[config.mk]
export PLATFORM = sky130hd
export DESIGN_NAME = fire_layer_sequencer
export DESIGN_NICKNAME = d
export VERILOG_FILES = /design/src/rtl/fire_layer_sequencer.sv
export SDC_FILE = /design/constraint.sdc
export NUM_CORES = 1
export LEC_CHECK = 0
export CAP_MARGIN = 20
export CORE_MARGIN = 4
export CORE_UTILIZATION = 42
export CTS_CLUSTER_SIZE = 10
export DETAILED_ROUTE_END_ITERATION = 10
export PLACE_DENSITY = 0.7
export REMOVE_ABC_BUFFERS = 1
export SYNTH_ARGS = -nofsm -noshare
export SYNTH_HDL_FRONTEND = slang
export SYNTH_SLANG_ARGS = --single-unit
[constraint.sdc]
create_clock -name clk -period 4 [get_ports clk]
set_clock_uncertainty 0.15 [all_clocks]
set_input_delay 0.8 -clock clk [delete_from_list [all_inputs] [get_ports clk]]
set_output_delay 0.8 -clock clk [all_outputs]
set_load 0.005 [all_outputs]
[src/rtl/fire_layer_sequencer.sv]
// fire_layer_sequencer: runs fire-module layers one at a time with an ack pulse and idle gap between them
//   clk           rising-edge clock
//   rst           asynchronous active-low reset
//   start         level, sampled only while idle
//   layer_finish  per-layer finish levels
//   layer_en      one-hot (or zero) layer enables
//   ram_feedback  one-cycle acknowledge to the finished layer
//   cur_layer     index of the active or most recent layer
//   busy          high whenever not idle
//   done          one-cycle pulse after the last layer is acknowledged
//   error         sticky watchdog flag
// Optional macro FIRE_SEQ_WATCHDOG_EN adds a per-layer RUN timeout; without it error stays 0.
module fire_layer_sequencer #(
    parameter int NUM_LAYERS = 8,
    parameter int GAP        = 2,
    parameter int TIMEOUT    = 1048576,
    localparam int CW        = NUM_LAYERS > 1 ? $clog2(NUM_LAYERS) : 1
) (
    input  logic                  clk,
    input  logic                  rst,
    input  logic                  start,
    input  logic [NUM_LAYERS-1:0] layer_finish,
    output logic [NUM_LAYERS-1:0] layer_en,
    output logic [NUM_LAYERS-1:0] ram_feedback,
    output logic [CW-1:0]         cur_layer,
    output logic                  busy,
    output logic                  done,
    output logic                  error
);
    typedef enum logic [2:0] {S_IDLE, S_RUN, S_ACK, S_GAP, S_FIN} state_t;
    localparam int GW = GAP > 1 ? $clog2(GAP) : 1;
    localparam logic [CW-1:0] LAST     = CW'(NUM_LAYERS - 1);
    localparam logic [GW-1:0] GAP_LAST = GW'(GAP - 1);
    state_t                  state_q, state_d;
    logic [CW-1:0]           cur_q, cur_d;
    logic [GW-1:0]           gap_q, gap_d;
    logic                    error_q, error_d;
    logic [NUM_LAYERS-1:0]   en_q, en_d, rf_q, rf_d;
    logic                    busy_q, busy_d, done_q, done_d;
`ifdef FIRE_SEQ_WATCHDOG_EN
    localparam int WDW = $clog2(TIMEOUT) + 1;
    localparam logic [WDW-1:0] WD_LAST = WDW'(TIMEOUT - 1);
    logic [WDW-1:0] wd_q, wd_d;
`endif
    always_comb begin
        state_d = state_q;
        cur_d   = cur_q;
        gap_d   = gap_q;
        error_d = error_q;
        case (state_q)
            S_IDLE: if (start) begin
                state_d = S_RUN;
                cur_d   = '0;
                error_d = 1'b0;
            end
            S_RUN: begin
                // finish takes priority over a simultaneous timeout
                if (layer_finish[cur_q]) state_d = S_ACK;
`ifdef FIRE_SEQ_WATCHDOG_EN
                else if (wd_q == WD_LAST) begin
                    state_d = S_IDLE;
                    error_d = 1'b1;
                end
`endif
            end
            S_ACK: begin
                gap_d = '0;
                if (cur_q == LAST) state_d = S_FIN;
                else if (GAP == 0) begin
                    state_d = S_RUN;
                    cur_d   = cur_q + CW'(1);
                end else state_d = S_GAP;
            end
            S_GAP: if (gap_q == GAP_LAST) begin
                state_d = S_RUN;
                cur_d   = cur_q + CW'(1);
            end else gap_d = gap_q + GW'(1);
            S_FIN: state_d = S_IDLE;
            default: state_d = S_IDLE;
        endcase
        // outputs are decoded from the next state so they register alongside it
        en_d   = (state_d == S_RUN) ? NUM_LAYERS'(1) << cur_d : '0;
        rf_d   = (state_d == S_ACK) ? NUM_LAYERS'(1) << cur_d : '0;
        busy_d = state_d != S_IDLE;
        done_d = state_d == S_FIN;
    end
`ifdef FIRE_SEQ_WATCHDOG_EN
    // counts cycles spent in the current RUN; zero on every entry
    assign wd_d = (state_q == S_RUN && state_d == S_RUN) ? wd_q + WDW'(1) : '0;
    always_ff @(posedge clk or negedge rst)
        if (!rst) wd_q <= '0;
        else      wd_q <= wd_d;
`endif
    always_ff @(posedge clk or negedge rst)
        if (!rst) begin
            state_q <= S_IDLE;
            cur_q   <= '0;
            gap_q   <= '0;
            error_q <= 1'b0;
            en_q    <= '0;
            rf_q    <= '0;
            busy_q  <= 1'b0;
            done_q  <= 1'b0;
        end else begin
            state_q <= state_d;
            cur_q   <= cur_d;
            gap_q   <= gap_d;
            error_q <= error_d;
            en_q    <= en_d;
            rf_q    <= rf_d;
            busy_q  <= busy_d;
            done_q  <= done_d;
        end
    assign layer_en     = en_q;
    assign ram_feedback = rf_q;
    assign cur_layer    = cur_q;
    assign busy         = busy_q;
    assign done         = done_q;
    assign error        = error_q;
endmodule
# Yosys cells after proc, flatten, opt, wreduce, memory -nomap -nowiden
# Index checks and enable logic that the tools add are counted.
# word_totals
register_bits	25
latchBits	0
mem_bits_rw	0
rom_bits	0
inputBits	11
output_inout_bits	22
word_cells	35
memories	0
# op_classes
addsub	2
multipliers	0
div_mod_pow	0
n_lt_le_gt_ge	1
n_eq_ne	7
n_shift	1
mux	14
bitwise	0
reduce_logical	3
# ops
operator	count
3-bit 2-to-1 mux	6
8-bit 2-to-1 mux	2
3-bit case mux with 4 select lines	1
3-bit by 2-bit equality test with 1-bit output, second input constant	3
1-bit by 3-bit left shift with 8-bit output, first input constant	1
3-bit by 1-bit equality test with 1-bit output, second input constant	2
3-bit equality test, second input constant	2
3-bit case mux with 2 select lines	1
3-bit by 4-bit < comparator with 1-bit output, second input constant	1
3-bit by 1-bit adder with 3-bit output, second input constant	1
1-bit binary-select mux with 3-bit select	1
3-bit logical NOT	1
3-bit nonzero test	1
1-bit 2-to-1 mux	2
1-bit case mux with 2 select lines	1
2-bit nonzero test	1
1-bit adder, second input constant	1

# Depth between registers and ports, before layout
# Gate-level depths: netlist of run 1.
# logic_depth
ltp_word	6
depth_mapped	6
mapped_depth_nobuf	5

# Least setup slack after synthesis of run 1
# No wires, ideal clock.
# synth_timing
path_type	input-to-reg
from	in layer_finish[7]
to	reg en_q[0], in the netlist layer_en[0]
setup_ps	125
t_arrival_ps	1683
t_required_ps	3725
path_slack_ps	2042
cell_stages	5
path_buffers	1
cell_sequence	mux2i_1 a221oi_4 and4_1 buf_6 nor3_2
# synth_via
elab_chain_cells	6
# synth_rtl
item	line	text
start, declared	22	input logic [NUM_LAYERS-1:0] layer_finish,
1-bit binary-select mux with 3-bit select	58	if (layer_finish[cur_q]) state_d = S_ACK;
1-bit 2-to-1 mux (implied by the code)	58	
3-bit 2-to-1 mux	58	
3-bit case mux with 4 select lines	50	case (state_q)
3-bit by 1-bit equality test with 1-bit output	82	en_d = (state_d == S_RUN) ? NUM_LAYERS'(1) << cur_d : '0;
8-bit 2-to-1 mux	82	
net en_d[0]	38	logic [NUM_LAYERS-1:0] en_q, en_d, rf_q, rf_d;
end signal, assigned	109	en_q <= en_d;
end, declared	38	
# The timed path passes the listed nets, and every way through them passes these cells. The select of a mux whose other input is x is not followed.
# A chain may end at the register's enable or synchronous reset.

# Worst setup path after layout of run 1
# layout_timing
from	reg cur_q[0], in the netlist cur_layer[0]
to	out cur_layer[0]
# layout_lines
item	line	text
start, declared	35	logic [CW-1:0] cur_q, cur_d;
start signal, assigned	106	cur_q <= cur_d;
end, declared	25	output logic [CW-1:0] cur_layer,
# No word-level cell between the ends.

==> qor.csv, run 1 <==
metric;value;unit
warnings from Yosys;0;
Area growth syn-to-layout;26.8;%
Critical Path RT;3.05;ns
slew of the pin with the lowest slew margin;0.535;ns
initial antenna violation count;0;
final setup TNS;0;ns
DR iter-0 viols;21;
RSZ-0062 raised after global routing;no;
# DRC;0;
asr flop ratio synth;1.00;
# Max-Cap Violations;0;
post-CTS resize count;0;
commonest cells after routing, fill and taps aside;clkdlybuf4s50_1 (31), dfrtp_1 (25), nor3_2 (12), nor2b_1 (6), nor3b_2 (4);
CP bufs+invs;1;
PwrDens;679;nW/um2
# H-tree levels;1;
Avg Cell Area, Syn;13.0;um2
gr usage total;0.130;
critical path's largest stage delay;0.69;ns
highest clock rate;0.390;GHz
fin util;0.550;
placed cell area;1620;um2
crit path DAT;1.61;ns
Area contributors post-synth;dfrtp_1 (48%), nor3_2 (9.1%), nor3b_2 (3.8%);
Reg clk slew, reported paths;0.14;ns
Final Cycle Share;0.640;
fin crit period;2.56;ns
worst vdd ir;0.318;mV
unique cell type count in the Yosys netlist;41;
Final Wtd Congestion;0.782;
via count;878;
endpoint class of the critical path;output port;
IO Count;33;
Synth Register Bits;25;
number of global-route vias before repair;910;
drt first pass iters;4;
Pins Over Slew Limit;0;
critical path launch point type;flop;
worst reg-to-reg setup slack;1.80;ns
Slowest cell on crit path;dfrtp_1;
Crit Path Category;flop to output port;
Setup-failing EPs final;0;
Placement Rows;20;
Avg Vias per Cell;5.05;
top cell type's share of synthesized area;0.476;
CTS hold repair buffers;0;
sequential-to-total area share from yosys stat;0.476;
Worst slew margin;0.642;
Hold Fails Final Rpt;0;
per-cell routed wire length;14.2;um
leakage power;0.669;nW
PortBufs;31;
remaining global-route overflow;0;
CTS sink cnt;25;
Worst Hold Class;flop to flop;
DIE WIDTH;63.9;um
leading area contributor after synthesis;dfrtp_1;
Final Cell Area;1670;um2
number of synthesized flops with an enable pin;0;
Top delay family on crit path;flip-flops;
status;finished clean;
ANT cells;0;
Clock Latency Late Sink;0.32;ns
critical-path cell list;clkdlybuf4s50_1;
worst-path maximum fanout;14;
Die H;63.9;um
CTS buffer count;3;
first-pass GRT wire length;4150;um
most common cell after layout, fill and taps aside;clkdlybuf4s50_1;
Final HPWL DP;1860;um
pin count of the biggest net entering global routing;26;
predominant post-synthesis flop cell;dfrtp_1;
drt total wl;2470;um
CTS root buffer;clkbuf_4;
Die Area;4090;um2
final hold slack;0.487;ns
CTS tree;built;
core area;3030;um2
synthesized area;1310;um2
Nets;144;
cells after synthesis;101;
clk buf depth;2;
layout cell share with drive strength beyond 1;0.262;
setup repair bufs after CTS;0;
ANT nets after route;0;
initial core utilization;0.434;
[per-stage QoR]
stage	setup slack (ns)	power [W]	std cells
finish	1.44	0.00113	174
global route	1.34	0.00122	174
floorplan	1.91	0.000823	94
global placement	1.34	0.00102	169
detailed placement	1.31	0.00103	169
CTS	1.41	0.00114	173
[state kept, by name, indices dropped and copies added, names as in the netlist]
signal and count:
done 1, ram_feedback 8, busy 1, cur_layer 3, state_q 3, gap_q 1, layer_en 8
[cell families after synthesis]
logic type	count (synthesis)	share of synthesized area
AO/OA/AOI/OAI	13	0.102
adder cells (fa/ha/maj)	2	0.0190
buffers and inverters	8	0.0457
flip-flops	25	0.476
multiplexers	6	0.0505
other	1	0.00285
AND/OR/NAND/NOR	46	0.304
[power breakdown]
| group | internal [W] | leakage (nW) | switching (W) | total, W |
|---|---|---|---|---|
| clock network | 0.0000374 | 0.0177 | 0.0000723 | 0.000110 |
| registers | 0.000319 | 0.329 | 0.0000954 | 0.000414 |
| logic | 0.000297 | 0.322 | 0.000309 | 0.000606 |
| total | 0.000653 | 0.669 | 0.000477 | 0.00113 |
[routing by layer]
metal	GRT usage	wire length, um	up-vias
li1	-	-	427
met1	0.154	1090	437
met2	0.226	1310	14
met3	0.0351	71	0
met4	0.0404	0	0
met5	0	0	-
[cell usage after synthesis, drive strengths merged, types with 3 or more instances]
cell type,number
buf,7
dfrtp,25
mux2i,4
nand2,5
nand3,3
nor2,3
nor2b,6
nor3,14
nor3b,5
[path summary, 6_finish.rpt]
path                       cells after the start           end    startpoint
setup / recovery                               1  cur_layer[0]  cur_layer[0]
hold / removal                                 1         gap_q         gap_q
setup reg to reg                               4   layer_en[3]  cur_layer[0]
hold reg to reg                                1         gap_q         gap_q
max in group asynchronous                      2    state_q[0]           rst
min in group asynchronous                      1   layer_en[6]           rst
[layout make-up]
cell class              count  area (um2)
flip-flops and latches     25         626
well taps                  44        55.1
repair buffers             32         325
clock buffers               3        22.5
inverters                   1        3.75
clock inverters             1        5.00
fillers                   277        1360
multi-input cells          68         628
Power figures use the tool's default switching activity.
==> inputs of run 2 (changes only) <==
Clock period 4 ns to 2.6 ns, I/O delays scaled along.
==> qor.csv, run 2 (same netlist as run 1, synthesis figures left out) <==
metric;value;unit
CTS buffer count;3;
CTS root buffer;clkbuf_4;
# Max-Cap Violations;0;
fin crit period;2.27;ns
Final HPWL DP;1930;um
Nets;145;
Pins Over Slew Limit;0;
Crit Path Category;flop to output port;
per-cell routed wire length;14.9;um
most common cell after layout, fill and taps aside;clkdlybuf4s50_1;
endpoint class of the critical path;output port;
remaining global-route overflow;0;
initial core utilization;0.434;
fin util;0.551;
Clock Latency Late Sink;0.32;ns
status;finished clean;
leakage power;0.667;nW
Slowest cell on crit path;dfrtp_1;
layout cell share with drive strength beyond 1;0.267;
via count;885;
initial antenna violation count;0;
Final Cycle Share;0.872;
ANT nets after route;0;
setup repair bufs after CTS;0;
CTS hold repair buffers;0;
critical-path cell list;clkdlybuf4s50_1;
Hold Fails Final Rpt;0;
pin count of the biggest net entering global routing;26;
drt total wl;2600;um
Placement Rows;20;
final hold slack;0.377;ns
slew of the pin with the lowest slew margin;0.507;ns
number of global-route vias before repair;890;
Top delay family on crit path;flip-flops;
PwrDens;1070;nW/um2
post-CTS resize count;0;
worst vdd ir;0.451;mV
# DRC;0;
ANT cells;0;
PortBufs;31;
CP bufs+invs;1;
worst-path maximum fanout;14;
clk buf depth;2;
Die H;63.9;um
DR iter-0 viols;46;
Final Wtd Congestion;0.843;
core area;3030;um2
drt first pass iters;4;
IO Count;33;
Worst Hold Class;primary input to asynchronous set/reset pin;
crit path DAT;1.60;ns
CTS tree;built;
DIE WIDTH;63.9;um
Reg clk slew, reported paths;0.14;ns
CTS sink cnt;25;
Critical Path RT;1.93;ns
Avg Vias per Cell;5.06;
critical path launch point type;flop;
critical path's largest stage delay;0.68;ns
# H-tree levels;1;
first-pass GRT wire length;4620;um
final setup TNS;0;ns
Setup-failing EPs final;0;
highest clock rate;0.441;GHz
gr usage total;0.145;
Worst slew margin;0.662;
commonest cells after routing, fill and taps aside;clkdlybuf4s50_1 (31), dfrtp_1 (25), nor3_2 (12), nor2b_1 (6), nor3b_2 (4);
Area growth syn-to-layout;27.0;%
Die Area;4090;um2
RSZ-0062 raised after global routing;no;
## run 2: changes by cell type in the layout (fill, tap and decap cells not counted)
cell and change:
clkinvlp_4 +1, clkinv_2 -1, buf_4 +2, buf_8 -1
## run 2: worst paths after layout
| check | start | endpoint | slack [ns] | cells after the start |
|---|---|---|---|---|
| max | cur_layer[0] | cur_layer[0] | 0.33 | 1 |
| min | rst | done | 0.38 | 2 |
| max reg2reg | cur_layer[0] | layer_en[0] | 0.53 | 4 |
| min reg2reg | gap_q | gap_q | 0.48 | 1 |
| max in group asynchronous | rst | cur_layer[0] | 1.69 | 2 |
| min in group clk | gap_q | gap_q | 0.48 | 1 |
## run 2: per-stage QoR
| step | instance area, um2 | worst slack [ns] | instances | power [W] |
|---|---|---|---|---|
| after detailed placement | 1640 | 0.278 | 171 | 0.00161 |
| after global routing | 1670 | 0.210 | 175 | 0.00192 |
| final | 1670 | 0.333 | 175 | 0.00178 |
| after floorplan | 1260 | 0.625 | 94 | 0.00127 |
| after global placement | 1640 | 0.318 | 171 | 0.00159 |
| after CTS | 1670 | 0.314 | 175 | 0.00179 |
## run 2: worst reg2reg max path, cell delays in order (launching register included)
cell and delay, ns:
dfrtp_1 0.68, mux2i_1 0.21, a221oi_4 0.33, and4_1 0.50, nor3_2 0.10
## run 2: power breakdown
| group | leakage [nW] | internal, W | switching [W] |
|---|---|---|---|
| registers | 0.329 | 0.000491 | 0.000141 |
| logic | 0.325 | 0.000468 | 0.000497 |
| clock network | 0.0139 | 0.0000588 | 0.000123 |
| total | 0.667 | 0.00102 | 0.000761 |
## run 2: final cells by class
| type | instances | area, um2 |
|---|---|---|
| flip-flops and latches | 25 | 626 |
| clock inverters | 1 | 7.51 |
| multi-input cells | 68 | 628 |
| well taps | 44 | 55.1 |
| clock buffers | 3 | 22.5 |
| repair buffers | 33 | 325 |
| inverters | 1 | 3.75 |
| fillers | 260 | 1360 |
## run 2: layer usage
layer | GRT usage | wire length, um | vias to the layer above
met3 | 0.0334 | 100 | 2
li1 | - | - | 424
met2 | 0.221 | 1260 | 24
met4 | 0.0485 | 29 | 0
met1 | 0.202 | 1210 | 435
met5 | 0 | 0 | -
==> RTL change: new RTL, flow settings as in run 2 <==
`NUM_LAYERS`: 8 -> 16.
--- a/src/rtl/fire_layer_sequencer.sv
+++ b/src/rtl/fire_layer_sequencer.sv
@@ -12,5 +12,5 @@
 // Optional macro FIRE_SEQ_WATCHDOG_EN adds a per-layer RUN timeout; without it error stays 0.
 module fire_layer_sequencer #(
-    parameter int NUM_LAYERS = 8,
+    parameter int NUM_LAYERS = 16,
     parameter int GAP        = 2,
     parameter int TIMEOUT    = 1048576,
Interface: changed (resized cur_layer, layer_en, layer_finish and ram_feedback); port bits go from 33 to 58. The function was not compared with the original's and may differ.
==> RTL change against run 2 <==
Cell count increased by 73%; critical path depth up 4; first-iteration DRC count increased by 140%; synthesized area grew 47%; sequential power increased by 36%; count of clock-buffer cells in the layout increased by 3; routed wire length rose by 73%; cell area rose by 60%; sequential cell count increased by 17; total power rose by 25%; maximum frequency decreased by 5.6%; worst setup slack worse by 0.13 ns; largest cell class is now sequential cells.
==> RTL change: results (changes against run 2) <==
| Metric | Value |
|---|---|
| Outcome | `complete, no violations (unchanged)` |
| Met3 Use GR | `4.617% (was 3.339%)` |
| First-pass GRT wire length | `7.348 mm (was 4.616 mm)` |
| Mapped Cells | `188 (was 101)` |
| CTS Root Buffer Type | `clkbuf_8 (was clkbuf_4)` |
| Placed inst area | `0.002582 mm^2 (was 0.001638 mm^2)` |
| Count of different cell masters after synthesis | `42 (was 41)` |
| R2r startpoint | `cur_layer[0] (unchanged)` |
| CTS HTree Levels | `2 (was 1)` |
| FF+latch area | `0.001051 mm^2 (was 625.6 um^2)` |
| Worst-margin pin slew | `0.6345 ns (was 0.5070 ns)` |
| Final wirelength | `4.494 mm (was 2.600 mm)` |
| Starting DRC count in detailed routing | `109 (was 46)` |
| Largest delay share family, worst path | `multiplexers (was flip-flops)` |
| Most common library cells after synthesis | `42 x dfrtp_1, 23 x nor3_1, 15 x nand2_1 (was 25 x dfrtp_1, 12 x nor3_2, 6 x nor2b_1)` |
| GRT Total Usage | `17.09% (was 14.48%)` |
| Final #Nets | `270 (was 145)` |
| Vias in the first global route | `1521 (was 890)` |
| Main area contributors after synthesis | `dfrtp_1 54%, nor3_1 6.0%, nor4_1 3.9% (was dfrtp_1 48%, nor3_2 9.1%, nor3b_2 3.8%)` |
| Routability cong. | `0.8361 (was 0.8426)` |
| Via Count | `1633 (was 885)` |
| CP max FO | `16 (was 14)` |
| M2 GR Usage | `28.14% (was 22.06%)` |
| R2R setup slack | `0.20 ns (was 0.53 ns)` |
| Layout cell share with drive strength beyond 1 | `12.75% (was 26.72%)` |
| Peak supply drop | `0.3964 mV (was 0.4506 mV)` |
| Postcts setup bufs | `0 (unchanged)` |
| Later-pin clock latency in the skew report | `0.30 ns (was 0.32 ns)` |
| Setup Crit Path Kind | `flip-flop to flip-flop (was flip-flop to output port)` |
| Met1 Track Usage GR | `21.42% (was 20.16%)` |
| Num CTS Buffers | `5 (was 3)` |
| Slowest stage delay, CP | `0.62 ns (was 0.68 ns)` |
| WP data arrival | `2.44 ns (was 1.60 ns)` |
| Detailed placement HPWL | `3.253 mm (was 1.934 mm)` |
| IO Port Bufs | `56 (was 31)` |
-- RTL change: where the power goes --
group | switching [W] | leakage, nW | internal [W]
Clock | 0.000225 | 0.0452 | 0.000189
Combinational | 0.000513 | 0.511 | 0.000440
Sequential | 0.000131 | 0.572 | 0.000727
Total | 0.000869 | 1.13 | 0.00136
-- RTL change: worst register-to-register path: stages, from the launching register on --
cell and delay, ns:
dfrtp_1 0.62, mux2_2 0.39, mux4_2 0.48, nand3_2 0.12, o31ai_4 0.17, nor4_1 0.37
-- RTL change: cell type report --
class                           instances  area share, %
Timing Repair Buffer                   72          25.79
Sequential cell                        42          39.38
Clock buffer                            6          2.719
Tap cell                               52          2.438
Multi-Input combinational cell        125          28.60
Inverter                                4         0.5626
Clock inverter                          2         0.5157
-- RTL change: worst min-delay path by stage --
stage	slack (ns)	start	endpoint
3_5_place_dp	0.39	rst	layer_en[4]
6_report	0.05	rst	layer_en[11]
4_1_cts	0.06	rst	cur_layer[1]
2_1_floorplan	0.07	rst	busy
5_1_grt	0.09	rst	cur_layer[1]
3_3_place_gp	0.39	rst	busy
-- RTL change: cells by family (layout without fill, tap and decap cells) --
kind of cell	count (synthesis)	count (layout)	synth area share, %
AOI/OAI and AO/OA	31	31	10.31
xor gates and xnor gates	1	1	0.4540
adders and majority gates	1	1	0.6484
buffers and inverters	21	84	5.966
DFF	42	42	54.47
muxes	9	9	5.642
other	1	1	0.1944
and+or+nand+nor	82	82	22.31
-- RTL change: metal layers --
layer	wire length [um]	up-vias
li1	-	797
met1	1948	775
met2	2164	54
met3	314	7
met4	68	0
met5	0	-
